<file path="src/rtl/memShare_config_pkg.sv">
`default_nettype none
// ============================================================================
//  Module      : memShare_config_pkg
//  Description : Shared configuration for the message-pass read-port
//                scheduler: default widths/counts and the scheduler FSM
//                state encoding.
//  Revision    : 1.0 - initial release
// ============================================================================
package memShare_config_pkg;

    // Default number of requesters sharing the message-pass read port
    localparam int c_DEF_RQST_NUM        = 4;
    // Default width of the beats-minus-one burst-length field
    localparam int c_DEF_LEN_WIDTH       = 4;
    // Message-pass address map: number of rebase base addresses and
    // width of the read offset within one base window
    localparam int MSGPASS_BASEADDR_NUM  = 8;
    localparam int MSGPASS_RD_ADDR_WIDTH = 8;

    // Scheduler state: waiting for a request / issuing the beats of a burst
    typedef enum logic [0:0] {
        ST_IDLE  = 1'b0,
        ST_BURST = 1'b1
    } sched_state_e;

endpackage : memShare_config_pkg
`default_nettype wire

</file>
<file path="src/rtl/memshare_rr_arbiter.sv">
`default_nettype none
// ============================================================================
//  Module      : memshare_rr_arbiter
//  Description : Combinational round-robin arbiter. The search for a
//                requester starts at i_ptr and wraps around; the first
//                active request found wins.
//  Ports       : i_req   [RQST_NUM]  request vector
//                i_ptr   [ID_W]      first index to consider
//                o_grant [RQST_NUM]  one-hot grant (all-zero if no request)
//  Revision    : 1.0 - initial release
// ============================================================================
module memshare_rr_arbiter #(
    parameter int RQST_NUM = 4,
    parameter int ID_W     = $clog2(RQST_NUM)
) (
    input  logic [RQST_NUM-1:0] i_req,
    input  logic [ID_W-1:0]     i_ptr,
    output logic [RQST_NUM-1:0] o_grant
);

    logic [RQST_NUM-1:0] w_grant;
    logic                w_found;
    logic [ID_W-1:0]     w_idx;
    int                  w_sum;

    always_comb begin
        w_grant = '0;
        w_found = 1'b0;
        w_idx   = '0;
        w_sum   = 0;
        for (int i = 0; i < RQST_NUM; i++) begin
            // Rotate the candidate index by the pointer, wrapping at RQST_NUM
            // so non-power-of-two requester counts also work.
            w_sum = int'(i_ptr) + i;
            if (w_sum >= RQST_NUM) begin
                w_sum = w_sum - RQST_NUM;
            end
            w_idx = ID_W'(w_sum);
            if (!w_found && i_req[w_idx]) begin
                w_grant[w_idx] = 1'b1;
                w_found        = 1'b1;
            end
        end
    end

    assign o_grant = w_grant;

endmodule : memshare_rr_arbiter
`default_nettype wire

</file>
<file path="src/rtl/memshare_rqst_sched.sv">
`default_nettype none
// ============================================================================
//  Module      : memshare_rqst_sched
//  Description : Shares the message-pass read port between RQST_NUM
//                requesters. A round-robin grant is made in IDLE, then the
//                captured burst (len+1 beats from a start offset) is issued
//                beat by beat, honouring a downstream stall. The beat owner
//                is reported one cycle later to line up with the rebase
//                block's register stage.
//  Ports       : sys_clk, rst (sync, active-high)
//                rqst_valid_i / rqst_ready_o   per-requester handshake
//                rqst_sel_i / rqst_ofst_i / rqst_len_i  packed burst params
//                stall_i                       downstream hold
//                baseAddr_sel_o, rd_ofst_o, rd_en_o     beat issue
//                rsp_valid_o, rsp_id_o         delayed beat owner
//                busy_o                        burst in progress
//  Revision    : 1.0 - initial release
// ============================================================================
module memshare_rqst_sched
    import memShare_config_pkg::*;
#(
    parameter int RQST_NUM   = c_DEF_RQST_NUM,
    parameter int SEL_WIDTH  = $clog2(MSGPASS_BASEADDR_NUM),
    parameter int OFST_WIDTH = MSGPASS_RD_ADDR_WIDTH,
    parameter int LEN_WIDTH  = c_DEF_LEN_WIDTH
) (
    input  logic                           sys_clk,
    input  logic                           rst,
    input  logic [RQST_NUM-1:0]            rqst_valid_i,
    output logic [RQST_NUM-1:0]            rqst_ready_o,
    input  logic [RQST_NUM*SEL_WIDTH-1:0]  rqst_sel_i,
    input  logic [RQST_NUM*OFST_WIDTH-1:0] rqst_ofst_i,
    input  logic [RQST_NUM*LEN_WIDTH-1:0]  rqst_len_i,
    input  logic                           stall_i,
    output logic [SEL_WIDTH-1:0]           baseAddr_sel_o,
    output logic [OFST_WIDTH-1:0]          rd_ofst_o,
    output logic                           rd_en_o,
    output logic                           rsp_valid_o,
    output logic [$clog2(RQST_NUM)-1:0]    rsp_id_o,
    output logic                           busy_o
);

    localparam int ID_W = $clog2(RQST_NUM);

    sched_state_e          r_state_q,     w_state_d;
    logic [ID_W-1:0]       r_ptr_q,       w_ptr_d;
    logic [ID_W-1:0]       r_id_q,        w_id_d;
    logic [SEL_WIDTH-1:0]  r_sel_q,       w_sel_d;
    logic [OFST_WIDTH-1:0] r_ofst_q,      w_ofst_d;
    logic [LEN_WIDTH-1:0]  r_cnt_q,       w_cnt_d;
    logic [SEL_WIDTH-1:0]  r_last_sel_q,  w_last_sel_d;
    logic [OFST_WIDTH-1:0] r_last_ofst_q, w_last_ofst_d;
    logic                  r_rsp_valid_q, w_rsp_valid_d;
    logic [ID_W-1:0]       r_rsp_id_q,    w_rsp_id_d;

    logic [RQST_NUM-1:0]   w_grant;
    logic [ID_W-1:0]       w_win_idx;
    logic [ID_W-1:0]       w_ptr_nxt;
    logic                  w_beat;

    memshare_rr_arbiter #(
        .RQST_NUM (RQST_NUM),
        .ID_W     (ID_W)
    ) u_arb (
        .i_req   (rqst_valid_i),
        .i_ptr   (r_ptr_q),
        .o_grant (w_grant)
    );

    // One-hot grant to index
    always_comb begin
        w_win_idx = '0;
        for (int i = 0; i < RQST_NUM; i++) begin
            if (w_grant[i]) begin
                w_win_idx = ID_W'(i);
            end
        end
    end

    assign w_ptr_nxt = (w_win_idx == ID_W'(RQST_NUM - 1)) ? '0 : w_win_idx + ID_W'(1);

    // A beat issues on every unstalled BURST cycle; reset suppresses it
    // combinationally so nothing leaks out while rst is high.
    assign w_beat = (r_state_q == ST_BURST) && !stall_i && !rst;

    always_comb begin
        w_state_d     = r_state_q;
        w_ptr_d       = r_ptr_q;
        w_id_d        = r_id_q;
        w_sel_d       = r_sel_q;
        w_ofst_d      = r_ofst_q;
        w_cnt_d       = r_cnt_q;
        w_last_sel_d  = r_last_sel_q;
        w_last_ofst_d = r_last_ofst_q;
        w_rsp_valid_d = w_beat;
        w_rsp_id_d    = r_id_q;
        case (r_state_q)
            ST_IDLE: begin
                if (|rqst_valid_i) begin
                    w_state_d = ST_BURST;
                    w_id_d    = w_win_idx;
                    w_ptr_d   = w_ptr_nxt;
                    w_sel_d   = rqst_sel_i[int'(w_win_idx)*SEL_WIDTH +: SEL_WIDTH];
                    w_ofst_d  = rqst_ofst_i[int'(w_win_idx)*OFST_WIDTH +: OFST_WIDTH];
                    w_cnt_d   = rqst_len_i[int'(w_win_idx)*LEN_WIDTH +: LEN_WIDTH];
                end
            end
            ST_BURST: begin
                if (w_beat) begin
                    // Remember what went out so the outputs can hold it
                    // through stalls and idle cycles.
                    w_last_sel_d  = r_sel_q;
                    w_last_ofst_d = r_ofst_q;
                    w_ofst_d      = r_ofst_q + OFST_WIDTH'(1);
                    if (r_cnt_q == '0) begin
                        w_state_d = ST_IDLE;
                    end else begin
                        w_cnt_d = r_cnt_q - LEN_WIDTH'(1);
                    end
                end
            end
            default: w_state_d = ST_IDLE;
        endcase
    end

    always_ff @(posedge sys_clk) begin
        if (rst) begin
            r_state_q     <= ST_IDLE;
            r_ptr_q       <= '0;
            r_id_q        <= '0;
            r_sel_q       <= '0;
            r_ofst_q      <= '0;
            r_cnt_q       <= '0;
            r_last_sel_q  <= '0;
            r_last_ofst_q <= '0;
            r_rsp_valid_q <= 1'b0;
            r_rsp_id_q    <= '0;
        end else begin
            r_state_q     <= w_state_d;
            r_ptr_q       <= w_ptr_d;
            r_id_q        <= w_id_d;
            r_sel_q       <= w_sel_d;
            r_ofst_q      <= w_ofst_d;
            r_cnt_q       <= w_cnt_d;
            r_last_sel_q  <= w_last_sel_d;
            r_last_ofst_q <= w_last_ofst_d;
            r_rsp_valid_q <= w_rsp_valid_d;
            r_rsp_id_q    <= w_rsp_id_d;
        end
    end

    assign rqst_ready_o   = ((r_state_q == ST_IDLE) && !rst) ? w_grant : '0;
    assign rd_en_o        = w_beat;
    assign baseAddr_sel_o = w_beat ? r_sel_q  : r_last_sel_q;
    assign rd_ofst_o      = w_beat ? r_ofst_q : r_last_ofst_q;
    assign rsp_valid_o    = r_rsp_valid_q && !rst;
    assign rsp_id_o       = r_rsp_id_q;
    assign busy_o         = (r_state_q == ST_BURST);

endmodule : memshare_rqst_sched
`default_nettype wire

</file>
<file path="config.mk">
export PLATFORM = sky130hd
export DESIGN_NAME = memshare_rqst_sched
export DESIGN_NICKNAME = d
export VERILOG_FILES = /design/src/rtl/memShare_config_pkg.sv /design/src/rtl/memshare_rr_arbiter.sv /design/src/rtl/memshare_rqst_sched.sv
export SDC_FILE = /design/constraint.sdc
export NUM_CORES = 1
export LEC_CHECK = 0
export ABC_AREA = 1
export CAP_MARGIN = 20
export CORE_MARGIN = 1.5
export CORE_UTILIZATION = 28
export DETAILED_ROUTE_END_ITERATION = 10
export PLACE_DENSITY = 0.59
export SYNTH_ARGS = -nofsm -noshare
export SYNTH_HDL_FRONTEND = slang
export SYNTH_SLANG_ARGS = --single-unit
</file>
<file path="constraint.sdc">
create_clock -name sys_clk -period 2.3 [get_ports sys_clk]
set_input_delay 0.23 -clock sys_clk [delete_from_list [all_inputs] [get_ports sys_clk]]
set_output_delay 0.23 -clock sys_clk [all_outputs]
set_load 0.1 [all_outputs]
</file>
[Word-level counts from Yosys, hierarchy flattened]
Index checks and enable logic that the tools add are counted.
Word-level totals
  register bits: 34
  bits of input ports: 67
  output and inout bits: 20
  logic and storage cells: 110
Cells by class
  add/sub/neg operators: 10
  multiply operators: 1
  order comparisons: 12
  equality and inequality tests: 4
  shifts and indexed selects: 3
  mux-type cells: 45
  bitwise gates (word level): 4
  reductions and logical operators: 21
Operators by type and width (count)
  two-way mux 4 bit: 8
  variable part select 32 x 6 -> 8 bit: 1
  two-way mux 8 bit: 3
  one-hot mux 8 bit (2 select lines): 1
  variable part select 16 x 5 -> 4 bit: 1
  two-way mux 1 bit: 15
  two-way mux 2 bit: 7
  < comparator 2 x 3 -> 1 bit, second input constant: 4
  OR 4 bit: 3
  variable part select 12 x 5 -> 3 bit: 1
  logical AND 1 bit: 11
  greater-or-equal comparator 3 bit, second input constant: 3
  adder 8 x 1 -> 8 bit, second input constant: 1
  binary-select mux 1 bit (select 2 bit): 4
  demux 1 bit (select 2 bit): 4
  greater-or-equal comparator 2 x 1 -> 1 bit, second input constant: 4
  one-hot mux 4 bit (2 select lines): 1
  subtractor 2 x 1 -> 2 bit, second input constant: 4
  adder 2 x 2 -> 3 bit, second input constant: 2
  != test 2 bit, second input constant: 3
  logical NOT 1 bit: 5
  logical NOT 4 bit: 1
  multiplier 2 x 2 -> 4 bit, second input constant: 1
  AND reduction 2 bit: 2
  other kinds (10): 10

[Longest topological paths before layout]
Gate-level depths: netlist of run 1.
  depth in word-level cells: 20
  depth in mapped cells: 18
  mapped depth without buffers: 17

[Modules after synthesis]
A second synthesis of run 1 with hierarchy kept.
Unflattened totals
  cells, all modules: 430
  area, all modules: 2701.3 um^2
By module, submodules not included
  memshare_rqst_sched: instances 1, cells each 357, area an instance 2304.7 um^2, seq. area each 680.7 um^2
  memshare_rr_arbiter: instances 1, cells each 73, area an instance 396.6 um^2, seq. area each 0.0 um^2

[Worst setup path after synthesis of run 1]
No wires, ideal clock.
  kind: register to output
  from: reg r_state_q (netlist: busy_o)
  to: out baseAddr_sel_o[0]
  data arrival time: 3.671 ns
  data required time: 2.070 ns
  path slack: -1.601 ns
  stages on the path, launching flop included: 9
  buffers on the path: 1
  cell sequence: dfxtp_1 clkinv_1 nor2_1 inv_1 nor2_1 clkbuf_1 or2_2 o21ai_0 inv_1
On the way
  cells in the longest elaborated chain, start to end: 3
RTL lines
  from (decl): RTL line memshare_rqst_sched.sv:45  | sched_state_e r_state_q, w_state_d;
  from (signal assigned): RTL line memshare_rqst_sched.sv:139  | r_state_q <= w_state_d;
  logical AND 1 bit (2 in series): RTL line memshare_rqst_sched.sv:84  | assign w_beat = (r_state_q == ST_BURST) && !stall_i && !rst;
  via rd_en_o: RTL line memshare_rqst_sched.sv:37  | output logic rd_en_o,
  two-way mux 3 bit
  to (decl): RTL line memshare_rqst_sched.sv:35  | output logic [SEL_WIDTH-1:0] baseAddr_sel_o,
The timed path passes the listed nets, and every way through them passes these cells.

[Worst setup path after layout of run 1]
  from: reg r_ptr_q[1]
  to: out rqst_ready_o[2]
On the way
  cells in the longest elaborated chain, start to end: 15
  elaborated cells on any way between the ends: 60
  those cells by class: add/sub (7); order compare (12); mux (28); bitwise (3); reduce/logical (10)
RTL lines
  from (decl): RTL line memshare_rqst_sched.sv:46  | logic [ID_W-1:0] r_ptr_q, w_ptr_d;
  from (signal assigned): RTL line memshare_rqst_sched.sv:140  | r_ptr_q <= w_ptr_d;
  parallel branches: the longest is 13 deep, another holds adder 2 x 1 -> 3 bit
  two-way mux 4 bit *: RTL line memshare_rr_arbiter.sv:39  | if (!w_found && i_req[w_idx]) begin
  two-way mux 4 bit *: RTL line memshare_rqst_sched.sv:152  | assign rqst_ready_o = ((r_state_q == ST_IDLE) && !rst) ? w_grant : '0;
  to (decl): RTL line memshare_rqst_sched.sv:30  | output logic [RQST_NUM-1:0] rqst_ready_o,
Mark *: on every way between the ends. The select of a mux whose other input is x is not followed.

==> metrics.md, run 1 <==
| Metric | Value |
|---|---|
| Skew final | `0.01081 ns` |
| Gate count of the mapped netlist | `439` |
| Worst-path maximum fanout | `4` |
| Worst path top cell family by delay | `simple AND/OR/NAND/NOR gates` |
| Worst path max stage delay | `0.34 ns` |
| Maximum vdd ir drop | `1473 uV` |
| Share of cells above drive strength 1 | `0.2172` |
| Register area share after synthesis | `0.2612` |
| Finished Cell Area | `4187 um2` |
| Largest net degree at the start of global routing | `27` |
| Final ANT Viol Nets | `0` |
| Max_cap viols | `0` |
| P&R area growth vs syn | `60.63%` |
| Clock sink count | `34` |
| Root buffer cell | `clkbuf_8` |
| Main combinational cell family by area after synthesis | `simple AND/OR/NAND/NOR gates` |
| Worst Path Required | `2.07 ns` |
| DR iter-0 viols | `127` |
| Final HPWL from detailed placement | `6206 um` |
| NumNets Final | `623` |
| Core area | `9153 um2` |
| Max Slew Vio Count | `0` |
| Slowest CP cell | `dfxtp_2` |
| Row count | `35` |
| Final Instance Count excl. Fillers | `659` |
| Die W | `99.48 um` |
| Total GRT Usage | `0.1582` |
| Worst min path class | `reg2reg` |
| #FFs+latches synth | `34` |
| Synth Area in XOR/XNOR | `0.01008` |
| Clock-pin slew on the worst setup and hold paths | `0.07 ns` |
| Via density | `4.583` |
| Synth Area in Adders | `0.04321` |
| Synthesized Nets | `515` |
| Initial antenna violation count | `0` |
| Die area | `9896 um2` |
| Longest Clk Path Bufs | `2` |
| Part of the cycle the worst path needs | `0.9717` |
| Final setup vio count | `0` |
| RSZ-0062 raised after global routing | `yes` |
| Cell Count Post-Placement | `646` |
| Crit path cell chain | `inv_2 > ha_4 > inv_4 > nand3_2 > nand2_2 > nand2_4 > nor2_4 > nand2_2 > nand2_2 > nor2_4 > buf_6 > nor2_4 > buf_12` |
| PwrDens | `1502 nW/um2` |
| Post-Synth Simple-Gate Area | `0.4033` |
| Die Ht | `99.48 um` |
| I/O pin total | `87` |
| DRT Pass-1 Iters | `4` |
| Number of global-route vias before repair | `2,871` |
| Synth warnings | `0` |
| Post-synthesis mux area share | `0` |
| Commonest non-fill, non-tap cell in the layout | `nor2_1` |
| Main synth FF type | `dfxtp_1` |
| CP Buf/Inv Count | `4` |
| CP Capture Type | `output port` |
| DP Area | `3928 um2` |
| Avg WL per Cell | `12.24 um` |
| Most frequent cells in the layout | `nor2_1, nand2_1, clkdlybuf4s50_1` |
| Via count | `3,020` |
| DRC Markers | `0` |
| CTS buffer count | `5` |
| Synthesized area | `2606 um2` |
| Arrival time at the worst endpoint | `2.00 ns` |
| I/O Buffers | `86` |
| Setup Crit Path Kind | `reg2out` |
| Clk_lat worst skew | `0.28 ns` |
| Area fraction in compound gates after synthesis | `0.1560` |
| Slew HR | `0.7843` |
| Slew of the pin with the lowest slew margin | `0.3206 ns` |
| GP Congestion | `0.8680` |
| Fmax | `447.5 MHz` |
| CTS tree | `yes` |
| Post-synthesis async set-or-reset flop share | `0` |
| CTS Hold Bufs | `0` |
| Global route overflow | `0` |
| H-tree Lvls | `2` |
| Run status | `complete, no violations` |
| Post-synth EDFFs | `0` |
| Fin Hold WS | `0.4276 ns` |
| Ant. Diodes | `0` |
| Critical Path Source Type | `flop` |
| Min cycle time layout | `2.235 ns` |
| Post-Syn Area per Cell | `5.937 um2` |
| Synth cell types | `30` |
| Initial Util | `0.2848` |
| Final Power | `0.006290 W` |
| Lkg Pwr | `2.024 nW` |
| First-pass GRT wire length | `12,650 um` |
| Final Hold Fails | `0` |
| Routed WL | `8063 um` |
## path summary, 6_finish.rpt
check	from	end	slack [ns]	depth (start not counted)
worst max-delay path	r_ptr_q[1]	rqst_ready_o[2]	0.07	13
worst min register to register	r_id_q[0]	rsp_id_o[0]	0.43	2
worst min-delay path	r_id_q[0]	rsp_id_o[0]	0.43	2
worst max register to register	r_ptr_q[0]	r_ofst_q[5]	0.13	16
## through the flow
stage	setup TNS (ns)	util	setup WS, ns
2_1_floorplan	0	-	0.03542
3_3_place_gp	0	0.4291	0.01599
3_5_place_dp	-0.2404	0.4291	-0.06651
4_1_cts	-0.003422	0.4410	-0.003422
5_1_grt	-0.2223	0.4574	-0.03389
6_report	0	0.4574	0.06517
## cells in the mapped netlist, types with 3 or more instances
master	number	area [um2]
nor2_1	91	341.6
nand2_1	90	337.8
inv_1	61	229.0
o21ai_0	38	190.2
dfxtp_1	34	680.7
nand3_1	28	140.1
a21oi_1	26	130.1
or2_2	12	75.07
ha_1	9	112.6
o21ai_1	7	35.03
clkbuf_1	6	22.52
nand2_4	5	56.30
nor2_4	4	45.04
buf_6	3	33.78
o211ai_1	3	22.52
## worst min-delay path, delay by kind of cell (launching register included)
kind                   cells  cell delay [ns]
DFF                        1             0.31
and+or+nand+nor            1             0.03
buffers and inverters      1             0.05
## flip-flops by register name, indices dropped and copies added, names as in the netlist
| name | flops |
|---|---|
| r_last_ofst_q | 8 |
| r_ofst_q | 8 |
| r_cnt_q | 4 |
| r_last_sel_q | 3 |
| r_sel_q | 3 |
| r_id_q | 2 |
| r_ptr_q | 2 |
| rsp_id_o | 2 |
| busy_o | 1 |
| r_rsp_valid_q | 1 |
## cell families after synthesis
kind of cell | after synthesis
AOI/OAI and AO/OA | 78
and+or+nand+nor | 236
buffers and inverters | 79
xor gates and xnor gates | 3
adders and majority gates | 9
DFF | 34
## what timing repair did
action / 4_1_cts / 5_1_grt
buffers inserted: 1 / 4
pin swaps: 3 / 22
setup endpoints to repair: 3 / 24
resized for setup: 5 / 27
## final cells by class
class / instances / area, um2
fillers: 938 / 4966
clock inverters: 1 / 5.005
well taps: 111 / 138.9
flip-flops and latches: 34 / 689.4
repair buffers: 115 / 1301
clock buffers: 7 / 86.33
multi-input cells: 326 / 1719
inverters: 65 / 246.5
## per-layer routing
metal | vias to the layer above | GRT usage | share of wire
li1 | 1587 | - | -
met1 | 1353 | 0.1905 | 0.44
met2 | 72 | 0.2835 | 0.50
met3 | 8 | 0.03022 | 0.050
met4 | 0 | 0.04984 | 0.014
met5 | - | 0 | 0
## power by group
group	total [W]	switching (W)	internal (W)
clock network	0.000457	0.000215	0.000242
logic	0.00493	0.00295	0.00198
registers	0.000904	0.000135	0.000768
total	0.00629	0.00330	0.00299
Note: power is estimated with default switching activity, not from simulation.
==> inputs of run 2 (changes only) <==
- PLACE_DENSITY: 0.59 -> 0.53
- SETUP_SLACK_MARGIN: not set -> 0.02
==> metrics.md, run 2 (synthesis results as in run 1) <==
| Metric | Value |
|---|---|
| Flop pwr share | `0.138 (-0.006)` |
| Clock sink count | `34 (unchanged)` |
| Maximum vdd ir drop | `763.0 uV (-48%)` |
| Die Ht | `99.48 um (unchanged)` |
| Commonest non-fill, non-tap cell in the layout | `nor2_1` |
| Ant. Diodes | `0 (unchanged)` |
| Fin Hold WS | `0.4368 ns (+0.009268 ns)` |
| Via density | `4.596 (+0.29%)` |
| Setup Crit Path Kind | `reg2out` |
| Initial Util | `0.2848 (unchanged)` |
| Top flop regs | `r_last_ofst_q (8), r_ofst_q (8), r_cnt_q (4)` |
| Part of the cycle the worst path needs | `0.9756 (+0.003911)` |
| Root buffer cell | `clkbuf_8` |
| Hold Startpoint | `r_id_q[0]` |
| Pint | `0.003173 W (+6.0%)` |
| I/O pin total | `87 (unchanged)` |
| Max_cap viols | `0 (unchanged)` |
| DRC Markers | `0 (unchanged)` |
| Initial antenna violation count | `0 (unchanged)` |
| Share of cells above drive strength 1 | `0.2370 (+0.01983)` |
| Arrival time at the worst endpoint | `2.01 ns (about the same)` |
| PwrDens | `1546 nW/um2 (+2.9%)` |
| Fmax | `445.7 MHz (-0.40%)` |
| Most frequent cells in the layout | `nor2_1, nand2_1, clkdlybuf4s50_1` |
| Final Hold Fails | `0 (unchanged)` |
| Row count | `35 (unchanged)` |
| Pre-CTS WS | `-0.09893 ns (-0.03242 ns)` |
| Core area | `9153 um2 (unchanged)` |
| Longest Clk Path Bufs | `2 (unchanged)` |
| Clock-pin slew on the worst setup and hold paths | `0.07 ns (about the same)` |
| Net Sw Frac | `0.5181 (-0.006125)` |
| Min cycle time layout | `2.244 ns (+0.008995 ns)` |
| Routed WL | `8292 um (+2.8%)` |
| Avg WL per Cell | `12.41 um (+1.5%)` |
| P&R area growth vs syn | `63.37%` |
| Run status | `complete, no violations` |
| I/O Buffers | `86 (unchanged)` |
| CTS buffer count | `5 (unchanged)` |
| Total GRT Usage | `0.1645 (+0.006358)` |
| Worst Path Required | `2.07 ns (about the same)` |
| CP Capture Type | `output port` |
| GP Congestion | `0.8393 (-3.3%)` |
| Global route overflow | `0 (unchanged)` |
| Die area | `9896 um2 (unchanged)` |
| CTS tree | `yes` |
| Slew HR | `0.7656 (-0.01872)` |
| Origin of the critical flop-to-flop path | `r_ptr_q[0]` |
| Largest net degree at the start of global routing | `27 (unchanged)` |
| Critical Path Source Type | `flop` |
| RSZ-0062 raised after global routing | `yes` |
| NumNets Final | `632 (+1.4%)` |
| Worst-path maximum fanout | `6 (+2)` |
| DRT Pass-1 Iters | `4 (unchanged)` |
| Final HPWL from detailed placement | `6162 um (-0.71%)` |
| Comb power frac | `0.793 (+0.009)` |
| Worst min path class | `reg2reg` |
| Via count | `3,070 (+1.7%)` |
| P_sw | `0.003412 W (+3.5%)` |
| Final Power | `0.006584 W (+4.7%)` |
| Setup ws final | `0.05618 ns (-0.008995 ns)` |
| DR iter-0 viols | `160 (+26%)` |
| Clk_lat worst skew | `0.28 ns (about the same)` |
| Critical Path Source | `r_ptr_q[0]` |
| Skew final | `0.004675 ns (-0.006139 ns)` |
| Number of global-route vias before repair | `2,838 (-1.1%)` |
| Slew of the pin with the lowest slew margin | `0.3479 ns (+0.02735 ns)` |
| Max Slew Vio Count | `0 (unchanged)` |
| Lkg Pwr | `2.064 nW (+2.0%)` |
| Clk network pwr share | `0.069 (-0.004)` |
| Final ANT Viol Nets | `0 (unchanged)` |
| First-pass GRT wire length | `13,290 um (+5.1%)` |
| Final setup vio count | `0 (unchanged)` |
| H-tree Lvls | `2 (unchanged)` |
| Die W | `99.48 um (unchanged)` |
[run 2: cell types whose count changed in the layout (fill, tap and decap cells not counted), sizes merged]
cell | previous run | this run
nand2 | 95 | 96
buf | 49 | 57
[run 2: area by class of cell]
type | count | area [um2]
Tap cell | 111 | 138.9
Fill cell | 959 | 4895
Sequential cell | 34 | 689.4
Inverter | 65 | 249.0
Clock inverter | 1 | 5.005
Timing Repair Buffer | 123 | 1366
Clock buffer | 7 | 86.33
Multi-Input combinational cell | 327 | 1723
[run 2: power by group through the flow]
stage	registers, W	clock network (W)	logic, W
final	0.000910	0.000451	0.00522
after global routing	0.000938	0.000491	0.00578
after CTS	0.000903	0.000469	0.00476
after detailed placement	0.000911	0	0.00462
after global placement	0.000910	0	0.00458
after floorplan	0.000968	0	0.00318
[run 2: final timing paths]
check | cells after the start | slack, ns | end
setup reg to reg | 16 | 0.18 | r_ofst_q[1]
hold reg to reg | 2 | 0.44 | rsp_id_o[0]
hold / removal | 2 | 0.44 | rsp_id_o[0]
setup / recovery | 11 | 0.06 | rqst_ready_o[1]
[run 2: stage by stage]
step                instance area (um2)  utilization  std cells  TNS (ns)
finish                             4258       0.4652        668         0
global placement                   3955       0.4321        648   -0.2080
floorplan                          2668            -        439         0
detailed placement                 3955       0.4321        648   -0.3474
global route                       4258       0.4652        668   -0.1670
CTS                                4091       0.4470        659         0
[run 2: worst max-delay path, stage by stage (launching register included)]
cell and delay [ns]:
dfxtp_4 0.37, inv_4 0.05, buf_6 0.12, nand2_1 0.08, nand3_2 0.11, nand2_4 0.13
nand2_4 0.07, nor2_4 0.15, nand2_2 0.11, buf_6 0.13, a31oi_4 0.20, buf_12 0.20
[run 2: what timing repair did]
item | 4_1_cts | 5_1_grt
setup endpoints to repair | 5 | 19
hold buffers | 0 | 0
pin swaps | 11 | 17
cloned | 0 | 2
hold endpoints to repair | 0 | 0
resized for setup | 10 | 27
buffers inserted | 3 | 7
[run 2: per-layer routing]
| layer | wire length, um | vias to the layer above | track usage |
|---|---|---|---|
| li1 | - | 1607 | - |
| met1 | 3900 | 1378 | 0.2213 |
| met2 | 3963 | 77 | 0.2756 |
| met3 | 315 | 8 | 0.02530 |
| met4 | 112 | 0 | 0.04225 |
| met5 | 0 | - | 0 |
